$ cat config.mk
export PLATFORM = sky130hd
export DESIGN_NAME = regcep_ctrl
export DESIGN_NICKNAME = d
export VERILOG_FILES = /design/src/rtl/regcep_ctrl.sv
export SDC_FILE = /design/constraint.sdc
export NUM_CORES = 1
export LEC_CHECK = 0
export CORE_ASPECT_RATIO = 2
export CORE_MARGIN = 4
export CORE_UTILIZATION = 40
export DETAILED_ROUTE_END_ITERATION = 6
export HOLD_SLACK_MARGIN = 0.15
export PLACE_DENSITY = 0.76
export SLEW_MARGIN = 20
export SYNTH_ARGS = -nofsm -noshare
export SYNTH_HDL_FRONTEND = slang
export SYNTH_SLANG_ARGS = --single-unit
$ cat constraint.sdc
create_clock -name clk -period 10.6 [get_ports clk]
set_input_delay 1.59 -clock clk [delete_from_list [all_inputs] [get_ports clk]]
set_output_delay 1.59 -clock clk [all_outputs]
set_load 0.1 [all_outputs]
$ cat src/rtl/regcep_ctrl.sv
// Cepstral feature store controller: packs the MFCC coefficient stream frame-major
// and shares the single memory port round-robin with random-access readers.
module regcep_ctrl #(
  parameter int NCOEF      = 26,
  parameter int MAX_FRAMES = 256,
  parameter int AW         = 13,
  parameter int DW         = 16
) (
  input  logic          clk,
  input  logic          reset,
  input  logic          wr_start,
  input  logic          wr_end,
  input  logic          wr_valid,
  input  logic [DW-1:0] wr_data,
  output logic          wr_ready,
  input  logic          rd_req,
  input  logic [7:0]    rd_frame,
  input  logic [4:0]    rd_coef,
  output logic          rd_gnt,
  output logic          rd_valid,
  output logic [DW-1:0] rd_data,
  output logic          rd_err,
  output logic [AW-1:0] mem_addr,
  output logic [DW-1:0] mem_din,
  output logic          mem_wren,
  input  logic [DW-1:0] mem_dout,
  output logic [8:0]    frame_count,
  output logic          capturing
);

  typedef enum logic [1:0] {IDLE, CAPTURE, DONE} state_t;

  state_t        state, state_nx;
  logic [8:0]    frame_q;
  logic [4:0]    coef_q;
  logic          rr_rd;
  logic [AW-1:0] addr_q;
  logic          rd_valid_q, rd_err_q;

  logic wr_req, rd_legal, rd_bad, contend, rd_take, wr_take, last_coef;

  // frame*26 as (f<<4)+(f<<3)+(f<<1); peaks at 255*26+25 = 6655, inside 13 bits
  function automatic logic [AW-1:0] frame_base(input logic [7:0] f);
    logic [AW-1:0] fx;
    fx = AW'(f);
    return (fx << 4) + (fx << 3) + (fx << 1);
  endfunction

  always_comb begin
    wr_req    = (state == CAPTURE) && wr_valid && !wr_start && !wr_end &&
                (frame_q != 9'(MAX_FRAMES)) && !reset;
    rd_legal  = rd_req && ({1'b0, rd_frame} < frame_q) && (rd_coef < 5'(NCOEF)) && !reset;
    rd_bad    = rd_req && !rd_legal && !reset;
    contend   = wr_req && rd_legal;
    rd_take   = rd_legal && (!wr_req || rr_rd);
    wr_take   = wr_req && !(rd_legal && rr_rd);
    last_coef = (coef_q == 5'(NCOEF - 1));
  end

  // Illegal reads never touch the port, so they do not block the writer.
  assign wr_ready = wr_take;
  assign rd_gnt   = rd_take || rd_bad;
  assign mem_wren = wr_take;
  assign mem_din  = wr_data;

  always_comb begin
    mem_addr = addr_q;
    if (wr_take)
      mem_addr = frame_base(frame_q[7:0]) + AW'(coef_q);
    else if (rd_take)
      mem_addr = frame_base(rd_frame) + AW'(rd_coef);
  end

  always_comb begin
    state_nx  = state;
    capturing = (state == CAPTURE);
    case (state)
      IDLE, DONE: if (wr_start) state_nx = CAPTURE;
      CAPTURE: begin
        if (wr_start)
          state_nx = CAPTURE;
        else if (wr_end)
          state_nx = DONE;
        else if (wr_take && last_coef && frame_q == 9'(MAX_FRAMES - 1))
          state_nx = DONE;
      end
      default: state_nx = IDLE;
    endcase
  end

  always_ff @(posedge clk or posedge reset) begin
    if (reset) begin
      state      <= IDLE;
      frame_q    <= '0;
      coef_q     <= '0;
      rr_rd      <= 1'b1;
      addr_q     <= '0;
      rd_valid_q <= 1'b0;
      rd_err_q   <= 1'b0;
    end else begin
      state      <= state_nx;
      addr_q     <= mem_addr;
      rd_valid_q <= rd_take || rd_bad;
      rd_err_q   <= rd_bad;
      if (contend)
        rr_rd <= !rr_rd;
      if (wr_start) begin
        frame_q <= '0;
        coef_q  <= '0;
      end else if (wr_end) begin
        coef_q <= '0;
      end else if (wr_take) begin
        if (last_coef) begin
          coef_q  <= '0;
          frame_q <= frame_q + 9'd1;
        end else begin
          coef_q <= coef_q + 5'd1;
        end
      end
    end
  end

  assign rd_valid    = rd_valid_q;
  assign rd_err      = rd_err_q;
  assign rd_data     = (rd_valid_q && !rd_err_q) ? mem_dout : '0;
  assign frame_count = frame_q;

endmodule

==> impl_metrics.tcl, run 1 <==
set metrics [dict create \
    postRouteAntennaNets 0 \
    startpoint_type "primary input" \
    port_buffers 78 \
    drt_iter0_markers 113 \
    slew_viol_final 0 \
    clk_path_buf_depth 2 \
    register_area_um2 802 \
    whs_endpoint "state[0]" \
    async_flop_share_pct 100 \
    nFillCells 817 \
    cpMaxStageDelayCell "clkdlybuf4s50_1" \
    worstReg2RegEnd "addr_q[12]" \
    hold_viol_final 0 \
    grt_antenna_before_repair 0 \
    worstPathArrival_ns 6.09 \
    die_h_um 143 \
    r2r-start "frame_count[0]" \
    required_ns 9.01 \
    syn_to_final_growth_pct 24.1 \
    cts_tree "done" \
    first_pass_iters 4 \
    yosysSeqAreaShare_pct 22.1 \
    end_kind "output port" \
    path_common_cell "fa_1" \
    worst_pin_slew_ns 0.997 \
    final_nets 583 \
    post-cts-setup-buffer-count 0 \
    gp_congestion 0.826 \
    syn_nets 525 \
    cellPowerDensity_nw_per_um2 143 \
    antennaDiodeCount 0 \
    cap_violations 0 \
    cts_resized 0 \
    fp.dieArea_um2 10700 \
    worstPathMaxFanout 4 \
    cts-buffers-inserted 5 \
    synth_edf_count 0 \
    core_area_um2 8770 \
    cts_root_buf "clkbuf_16" \
    max_freq_ghz 0.130 \
    clk_latency_ns 0.29 \
    fin_worst_skew_ns 0.00518 \
    multi_input_area_um2 2470 \
    p_leak_nw 2.10 \
    dp.final_hpwl_um 7910 \
    grt.overflow.total 0 \
    crit_family "buffers and inverters" \
    grt_max_degree 34 \
    yosys_warnings 0 \
    critPathMaxStageDelay_ns 1.21 \
    crit_chain "clkdlybuf4s50_1 -> inv_1 -> fa_1 -> fa_1 -> fa_1 -> nor2b_1 -> o21ai_0 -> nand3_1 -> xor2_1 -> and3b_1 -> a221oi_1 -> clkdlybuf4s50_1" \
    mostFrequentLayoutCell "clkdlybuf4s50_1" \
    min_from "state[0]" \
    crit_type "primary input to output port" \
    drive_gt1_share_pct 3.74 \
    synth_flop_cell "dfrtp_1" \
    min_period_ns 7.68 \
    htreeDepth 2 \
    die_w_um 75.3 \
    status "finished, final reports clean" \
    hold_buffers 0 \
    path_clk_slew_ns 0.06 \
    routed_wirelength_um 9560 \
    hp-class "flop to flop" \
    place_area_um2 4350 \
    ios 111 \
    grt_usage_pct 18.6 \
    fin_area_um2 4500 \
    grt_pass1_vias 3221 \
    vias 3117 \
    slew_headroom_pct 33.3 \
    initial_utilization_pct 41.3 \
    peakVddDrop_v 0.0000677 \
    ys_ff_latch 32 \
    synth_area_um2 3620 \
    ff2ff_setup_slack_ns 6.85 \
    grt_pass1_wl_um 15300 \
    ys_types 60 \
    drc_errors 0 \
    cts_sinks 32 \
    setup_viol 0 \
    setup_tns_ns 0 \
    rsz0062_at_grt "no" \
    synth.avg_cell_area_um2 9.17 \
    holdPathStages 1 \
    synthCells 395 \
    timing.final.crit_share_pct 72.5 \
    std_cell_rows 48 \
    mostFrequentLayoutCells "clkdlybuf4s50_1 (78), ha_1 (63), inv_1 (43)" \
    ff2ff_path_depth 11 \
    vias_per_cell 5.63 \
    path_buf_inv 3 \
    wl_per_cell_um 17.3 \
]
-- flip-flops by register name, indices dropped and copies added, names as in the netlist --
| name | flops |
|---|---|
| coef_q | 5 |
| rd_err | 1 |
| frame_count | 9 |
| rr_rd | 1 |
| addr_q | 13 |
| state | 2 |
| rd_valid | 1 |
-- Yosys cell counts (3+ instances only) --
cell type / n / area share [%]
a31oi_1: 4 / 0.69
a211oi_1: 3 / 0.62
nor2_1: 16 / 1.7
buf_4: 17 / 3.5
nand2_1: 14 / 1.5
clkbuf_1: 5 / 0.52
mux2i_1: 5 / 1.4
nand2b_1: 5 / 0.86
o21ai_0: 17 / 2.3
nand4_1: 3 / 0.52
nand3_1: 11 / 1.5
o31ai_1: 7 / 1.5
a311oi_1: 3 / 0.73
or3_1: 3 / 0.52
and3_1: 4 / 0.69
a22oi_1: 6 / 1.2
o21a_1: 4 / 0.83
xor2_1: 4 / 0.97
fa_1: 16 / 8.8
dfrtp_1: 31 / 21
buf_2: 4 / 0.55
ha_1: 63 / 22
nor2b_1: 5 / 0.86
nor3_1: 6 / 0.83
a21o_1: 3 / 0.62
or4_1: 5 / 1.0
xnor2_1: 8 / 1.9
and2_1: 16 / 2.8
a21oi_1: 26 / 3.6
inv_1: 43 / 4.5
-- how the worst max path moves through the flow --
stage,from,endpoint,slack [ns],cells past startpoint
global placement,rd_frame[0],mem_addr[9],2.93,12
finish,rd_frame[0],mem_addr[9],2.92,12
floorplan,rd_frame[1],mem_addr[9],2.93,10
detailed placement,rd_frame[0],mem_addr[9],2.93,12
CTS,rd_frame[0],mem_addr[9],2.91,12
global route,rd_frame[0],mem_addr[9],2.71,12
-- where the power goes --
group	internal [mW]	leakage (nW)	switching (mW)
Clock	0.0935	0.0701	0.0547
Sequential	0.142	0.416	0.00685
Combinational	0.0993	1.61	0.249
-- area by class of cell --
cell class                      instances  area share (%)
Multi-Input combinational cell        291            54.9
Sequential cell                        32            17.8
Timing Repair Buffer                   79            17.5
Inverter                               44            3.67
Clock buffer                            7            3.17
Tap cell                              100            2.78
Clock inverter                          1           0.167
-- layer usage --
metal / track usage [%] / part of all wire (%) / up-vias
li1: - / - / 1507
met1: 18.8 / 35 / 1521
met2: 35.8 / 59 / 69
met3: 1.63 / 3.1 / 20
met4: 8.85 / 3.1 / 0
met5: 0 / 0 / -
-- kinds of logic after synthesis --
logic type | count (synthesis) | share of synthesized area (%)
flip-flops | 32 | 22.1
buffers and inverters | 72 | 9.77
AND/OR/NAND/NOR | 99 | 15.3
XOR/XNOR | 12 | 2.90
multiplexers | 5 | 1.38
AO/OA/AOI/OAI | 96 | 18.0
adder cells (fa/ha/maj) | 79 | 30.6
-- through the flow --
stage / hold slack [ns] / total power, mW / std cells / utilization [%] / setup WS [ns]
floorplan: 0.445 / 0.444 / 395 / - / 2.93
global placement: 0.459 / 0.496 / 546 / 49.6 / 2.93
detailed placement: 0.482 / 0.500 / 546 / 49.6 / 2.93
CTS: 0.490 / 0.650 / 554 / 51.3 / 2.91
global route: 0.496 / 0.674 / 554 / 51.3 / 2.71
finish: 0.484 / 0.645 / 554 / 51.3 / 2.92
No activity file was read; power rests on OpenSTA's default activity.
==> run 2, diff against run 1 <==
- clock period: 10.6 -> 7.3 ns (I/O delays scaled with it)
==> run 2 against run 1 <==
Net effect: sequential power up 45%; highest routed layer unchanged; non-clock buffer count did not move; sequential share of layout area up 0.070 points; first-iteration DRC count down 22%; combinational power is 42% higher; clock skew is 0.00088 ns lower; global-route usage rose by 0.41 points; hold slack worse by 0.013 ns; register-to-register slack worse by 3.4 ns; final area is 0.39% lower.
==> impl_metrics.tcl, run 2 (synthesis results as in run 1) <==
set metrics [dict create \
    grt_pass1_vias 3326 \
    whs_endpoint "state[0]" \
    slew_viol_final 0 \
    dp.final_hpwl_um 7850 \
    hp-class "flop to flop" \
    critPathMaxStageDelay_ns 0.58 \
    drt_iter0_markers 88 \
    whs_ns 0.471 \
    end_kind "output port" \
    path_clk_slew_ns 0.05 \
    gp_congestion 0.847 \
    cts-buffers-inserted 5 \
    vias 3120 \
    dp.cells 546 \
    final_cells 554 \
    status "finished, final reports clean" \
    clk_path_buf_depth 2 \
    ios 111 \
    nFillCells 840 \
    postRouteAntennaNets 0 \
    drc_errors 0 \
    max_freq_ghz 0.170 \
    drive_gt1_share_pct 7.05 \
    holdPathStages 1 \
    mostFrequentLayoutCells "clkdlybuf4s50_1 (64), ha_1 (63), inv_1 (43)" \
    vias_per_cell 5.63 \
    cpMaxStageDelayCell "fa_1" \
    wl_per_cell_um 17.4 \
    core_area_um2 8770 \
    cts_root_buf "clkbuf_16" \
    final_nets 583 \
    largest_reg_flops 13 \
    ff2ff_path_depth 11 \
    die_w_um 75.3 \
    min_from "state[0]" \
    grt_usage_pct 19.0 \
    p_leak_nw 2.13 \
    post-cts-setup-buffer-count 0 \
    worstReg2RegEnd "addr_q[12]" \
    path_buf_inv 4 \
    fp.dieArea_um2 10700 \
    worst_pin_slew_ns 0.989 \
    hold_viol_final 0 \
    fin_util_pct 51.1 \
    cts_resized 0 \
    setup_viol 0 \
    die_h_um 143 \
    largest-register "addr_q" \
    setup_tns_ns 0 \
    cts_tree "done" \
    crit_chain "clkdlybuf4s50_1 -> inv_1 -> fa_1 -> fa_1 -> inv_1 -> ha_1 -> a21o_1 -> a31oi_1 -> a21boi_0 -> o2111a_1 -> a2111o_1 -> a22o_1 -> buf_4" \
    mostFrequentLayoutCell "clkdlybuf4s50_1" \
    r2r-start "frame_count[0]" \
    syn_to_final_growth_pct 23.7 \
    peakVddDrop_v 0.000154 \
    cap_violations 0 \
    crit_family "compound AO/OA/AOI/OAI gates" \
    grt_pass1_wl_um 15600 \
    routed_wirelength_um 9640 \
    cellPowerDensity_nw_per_um2 213 \
    grt_max_degree 34 \
    htreeDepth 2 \
    crit_type "primary input to output port" \
    startpoint_type "primary input" \
    std_cell_rows 48 \
    hold_buffers 0 \
    worstPathArrival_ns 4.79 \
    initial_utilization_pct 41.3 \
    fin_worst_skew_ns 0.00430 \
    ff2ff_setup_slack_ns 3.49 \
    rsz0062_at_grt "no" \
    timing.final.crit_share_pct 80.7 \
    grt_antenna_before_repair 0 \
    required_ns 6.20 \
    min_period_ns 5.89 \
    cts_sinks 32 \
    slew_headroom_pct 33.8 \
    clk_latency_ns 0.29 \
    antennaDiodeCount 0 \
    worstPathMaxFanout 4 \
    first_pass_iters 4 \
    grt.overflow.total 0 \
    port_buffers 78 \
]
-- run 2: changes by cell type in the layout (fill, tap and decap cells not counted), sizes merged --
cell,delta
clkdlybuf4s50,-14
clkinv,+1
bufinv,+1
clkbuf,-2
buf,+14
-- run 2: per-stage QoR --
step | total power, mW | setup slack, ns | cell area [um2]
final | 0.956 | 1.41 | 4480
after global routing | 1.00 | 1.19 | 4480
after CTS | 0.964 | 1.39 | 4480
after detailed placement | 0.718 | 1.40 | 4310
after global placement | 0.713 | 1.44 | 4310
after floorplan | 0.644 | 0.323 | 3620
-- run 2: layout make-up --
cell class / count / area (um2) / area share (%)
Multi-Input combinational cell: 291 / 2470 / 55.1
Clock inverter: 3 / 42.5 / 0.949
Timing Repair Buffer: 79 / 753 / 16.8
Inverter: 44 / 165 / 3.69
Tap cell: 100 / 125 / 2.79
Sequential cell: 32 / 802 / 17.9
Clock buffer: 5 / 125 / 2.79
-- run 2: worst register-to-register path, cell delays in order, from the launching register on --
cell and delay (ns):
dfrtp_1 0.62, inv_1 0.19, fa_1 0.59, inv_1 0.06, fa_1 0.47, ha_1 0.33
a211oi_1 0.33, o21bai_1 0.15, or3b_2 0.49, a21oi_1 0.17, xnor2_1 0.09, a22o_1 0.20
-- run 2: power by group --
| group | leakage (nW) | total [mW] | internal (mW) | switching [mW] |
|---|---|---|---|---|
| Sequential | 0.416 | 0.216 | 0.206 | 0.0105 |
| Clock | 0.0798 | 0.244 | 0.160 | 0.0834 |
| Combinational | 1.63 | 0.496 | 0.135 | 0.361 |
| Total | 2.13 | 0.956 | 0.501 | 0.455 |
-- run 2: worst max path at each step --
stage,startpoint,end,slack (ns),cells past startpoint
6_report,rd_frame[0],mem_addr[12],1.41,13
5_1_grt,rd_frame[0],mem_addr[9],1.19,12
4_1_cts,rd_frame[0],mem_addr[12],1.39,13
3_5_place_dp,rd_frame[0],mem_addr[12],1.40,13
3_3_place_gp,rd_frame[0],mem_addr[12],1.44,13
2_1_floorplan,frame_count[0],mem_addr[9],0.32,12
-- run 2: routing by layer --
layer / part of all wire (%) / routed length, um / up-vias / track usage [%]
li1: - / - / 1508 / -
met1: 34 / 3310 / 1520 / 18.7
met2: 59 / 5690 / 69 / 36.2
met3: 3.1 / 298 / 23 / 2.76
met4: 3.5 / 342 / 0 / 9.40
met5: 0 / 0 / - / 0
==> run 3, diff against run 2 <==
- PLACE_DENSITY: 0.76 -> 0.79
- clock period: 7.3 -> 5.1 ns (I/O delays scaled with it)
==> run 3 against run 2 <==
Net effect: routed wire length up 2.6%; setup slack worse by 1.3 ns; power increased by 58%; critical path depth did not move; utilization increased by 3.1 points; count of clock-buffer cells in the layout increased by 1; critical path type unchanged.
==> impl_metrics.tcl, run 3 (synthesis results as in run 1) <==
set metrics [dict create \
    core_area_um2 8770 \
    grt_antenna_before_repair 0 \
    slew_viol_final 0 \
    clk_path_buf_depth 2 \
    wl_per_cell_um 17.6 \
    mostFrequentLayoutCells "ha_1 (63), clkdlybuf4s50_1 (61), inv_1 (42)" \
    std_cell_rows 48 \
    crit_type "primary input to output port" \
    ff2ff_setup_slack_ns 1.48 \
    grt_pass1_wl_um 15500 \
    hold_buffers 0 \
    dp.final_hpwl_um 7880 \
    routed_wirelength_um 9900 \
    setup_viol 0 \
    crit_end "mem_addr[12]" \
    holdPathStages 1 \
    timing.final.crit_share_pct 98.4 \
    min_period_ns 5.02 \
    first_pass_iters 4 \
    path_common_cell "inv_1" \
    setup_tns_ns 0 \
    port_buffers 78 \
    peakVddDrop_v 0.000192 \
    drive_gt1_share_pct 11.3 \
    final_nets 590 \
    die_w_um 75.3 \
    drt_iter0_markers 143 \
    pwr-share-clk_pct 22.9 \
    min_from "state[0]" \
    crit_chain "clkdlybuf4s50_1 -> inv_1 -> fa_1 -> fa_2 -> inv_1 -> ha_1 -> a21o_1 -> a31oi_2 -> a21boi_2 -> o2111a_1 -> a2111o_1 -> a22o_1 -> buf_12" \
    largest_reg_flops 13 \
    place_area_um2 4580 \
    vias_per_cell 5.64 \
    fp.dieArea_um2 10700 \
    cts-buffers-inserted 5 \
    grt_pass1_vias 3304 \
    cpMaxStageDelayCell "fa_2" \
    postRouteAntennaNets 0 \
    cts_tree "done" \
    syn_to_final_growth_pct 31.2 \
    r2r-start "frame_count[0]" \
    gp_congestion 0.869 \
    cellPowerDensity_nw_per_um2 318 \
    seqPwrFrac_pct 20.4 \
    path_clk_slew_ns 0.05 \
    critPathMaxStageDelay_ns 0.58 \
    fin_worst_skew_ns 0.00304 \
    hold_viol_final 0 \
    status "finished, final reports clean" \
    initial_utilization_pct 41.3 \
    htreeDepth 2 \
    clk_latency_ns 0.28 \
    slew_headroom_pct 32.6 \
    p_switching_mw 0.686 \
    largest-register "addr_q" \
    cts_sinks 32 \
    cap_violations 0 \
    mostFrequentLayoutCell "ha_1" \
    worstReg2RegEnd "addr_q[12]" \
    grt_usage_pct 18.7 \
    max_freq_ghz 0.199 \
    required_ns 4.34 \
    p_leak_nw 2.23 \
    die_h_um 143 \
    startpoint_type "primary input" \
    ios 111 \
    fin_util_pct 54.2 \
    ff2ff_path_depth 11 \
    fin_area_um2 4750 \
    end_kind "output port" \
    antennaDiodeCount 0 \
    hp-class "flop to flop" \
    grt_max_degree 33 \
    worstPathArrival_ns 4.25 \
    cts_root_buf "clkbuf_16" \
    grt.overflow.total 0 \
    drc_errors 0 \
    worst_pin_slew_ns 1.01 \
    vias 3163 \
    worstPathMaxFanout 3 \
    intPower_mw 0.827 \
    worstSetupStartpoint "rd_frame[3]" \
    switching_share_pct 45.3 \
    nFillCells 767 \
    pwr-share-comb_pct 56.7 \
]
==> run 3: cell types whose count changed in the layout (fill, tap and decap cells not counted), moves of 2 or more <==
| cell | before | now |
|---|---|---|
| a21oi_1 | 26 | 24 |
| a21oi_2 | 0 | 2 |
| a31oi_1 | 4 | 2 |
| a31oi_2 | 0 | 2 |
| buf_12 | 0 | 14 |
| buf_4 | 15 | 10 |
| clkdlybuf4s50_1 | 64 | 61 |
| dfrtp_1 | 31 | 28 |
| dfrtp_2 | 0 | 3 |
==> run 3: worst min-delay path by stage <==
| stage | end |
|---|---|
| 3_3_place_gp | state[0] |
| 5_1_grt | state[0] |
| 2_1_floorplan | state[0] |
| 4_1_cts | state[0] |
| 3_5_place_dp | state[0] |
| 6_report | state[0] |
==> run 3: worst max-delay path, delay by kind of cell <==
kind	cells	cell delay [ns]
fa+ha+maj	3	1.36
compound gates	6	1.34
buf+inv	4	0.77
==> run 3: cell type report <==
class / count / area (um2) / area share (%)
Multi-Input combinational cell: 291 / 2520 / 52.9
Timing Repair Buffer: 86 / 978 / 20.6
Sequential cell: 32 / 806 / 16.9
Inverter: 44 / 165 / 3.47
Clock buffer: 6 / 129 / 2.71
Tap cell: 100 / 125 / 2.63
Clock inverter: 2 / 35.0 / 0.737
==> run 3: power by group through the flow <==
stage	logic (mW)	clock network (mW)	registers (mW)
2_1_floorplan	0.622	0	0.317
5_1_grt	0.901	0.365	0.313
6_report	0.859	0.346	0.309
3_5_place_dp	0.853	0	0.313
4_1_cts	0.859	0.352	0.309
3_3_place_gp	0.841	0	0.311
==> run 3: timing repair <==
item / CTS / global route
resized for setup: 1 / 5
endpoints found under the setup margin: 1 / 3
setup buffers: 0 / 0
pin swaps: 0 / 5
==> run 3: stage by stage <==
| step | std cells | total power [mW] | setup WS (ns) | hold WS (ns) |
|---|---|---|---|---|
| after CTS | 561 | 1.52 | 0.0114 | 0.484 |
| after floorplan | 395 | 0.939 | -0.385 | 0.445 |
| after global placement | 553 | 1.15 | 0.0670 | 0.459 |
| after global routing | 561 | 1.58 | -0.00174 | 0.494 |
| after detailed placement | 553 | 1.17 | 0.00591 | 0.476 |
| final | 561 | 1.51 | 0.0834 | 0.478 |
==> run 3: metal layers <==
metal	up-vias	track usage (%)	part of all wire, %
met1	1534	19.0	35
met5	-	0	0
met3	25	2.48	3.7
met2	89	34.8	58
met4	0	10.0	3.6
li1	1515	-	-
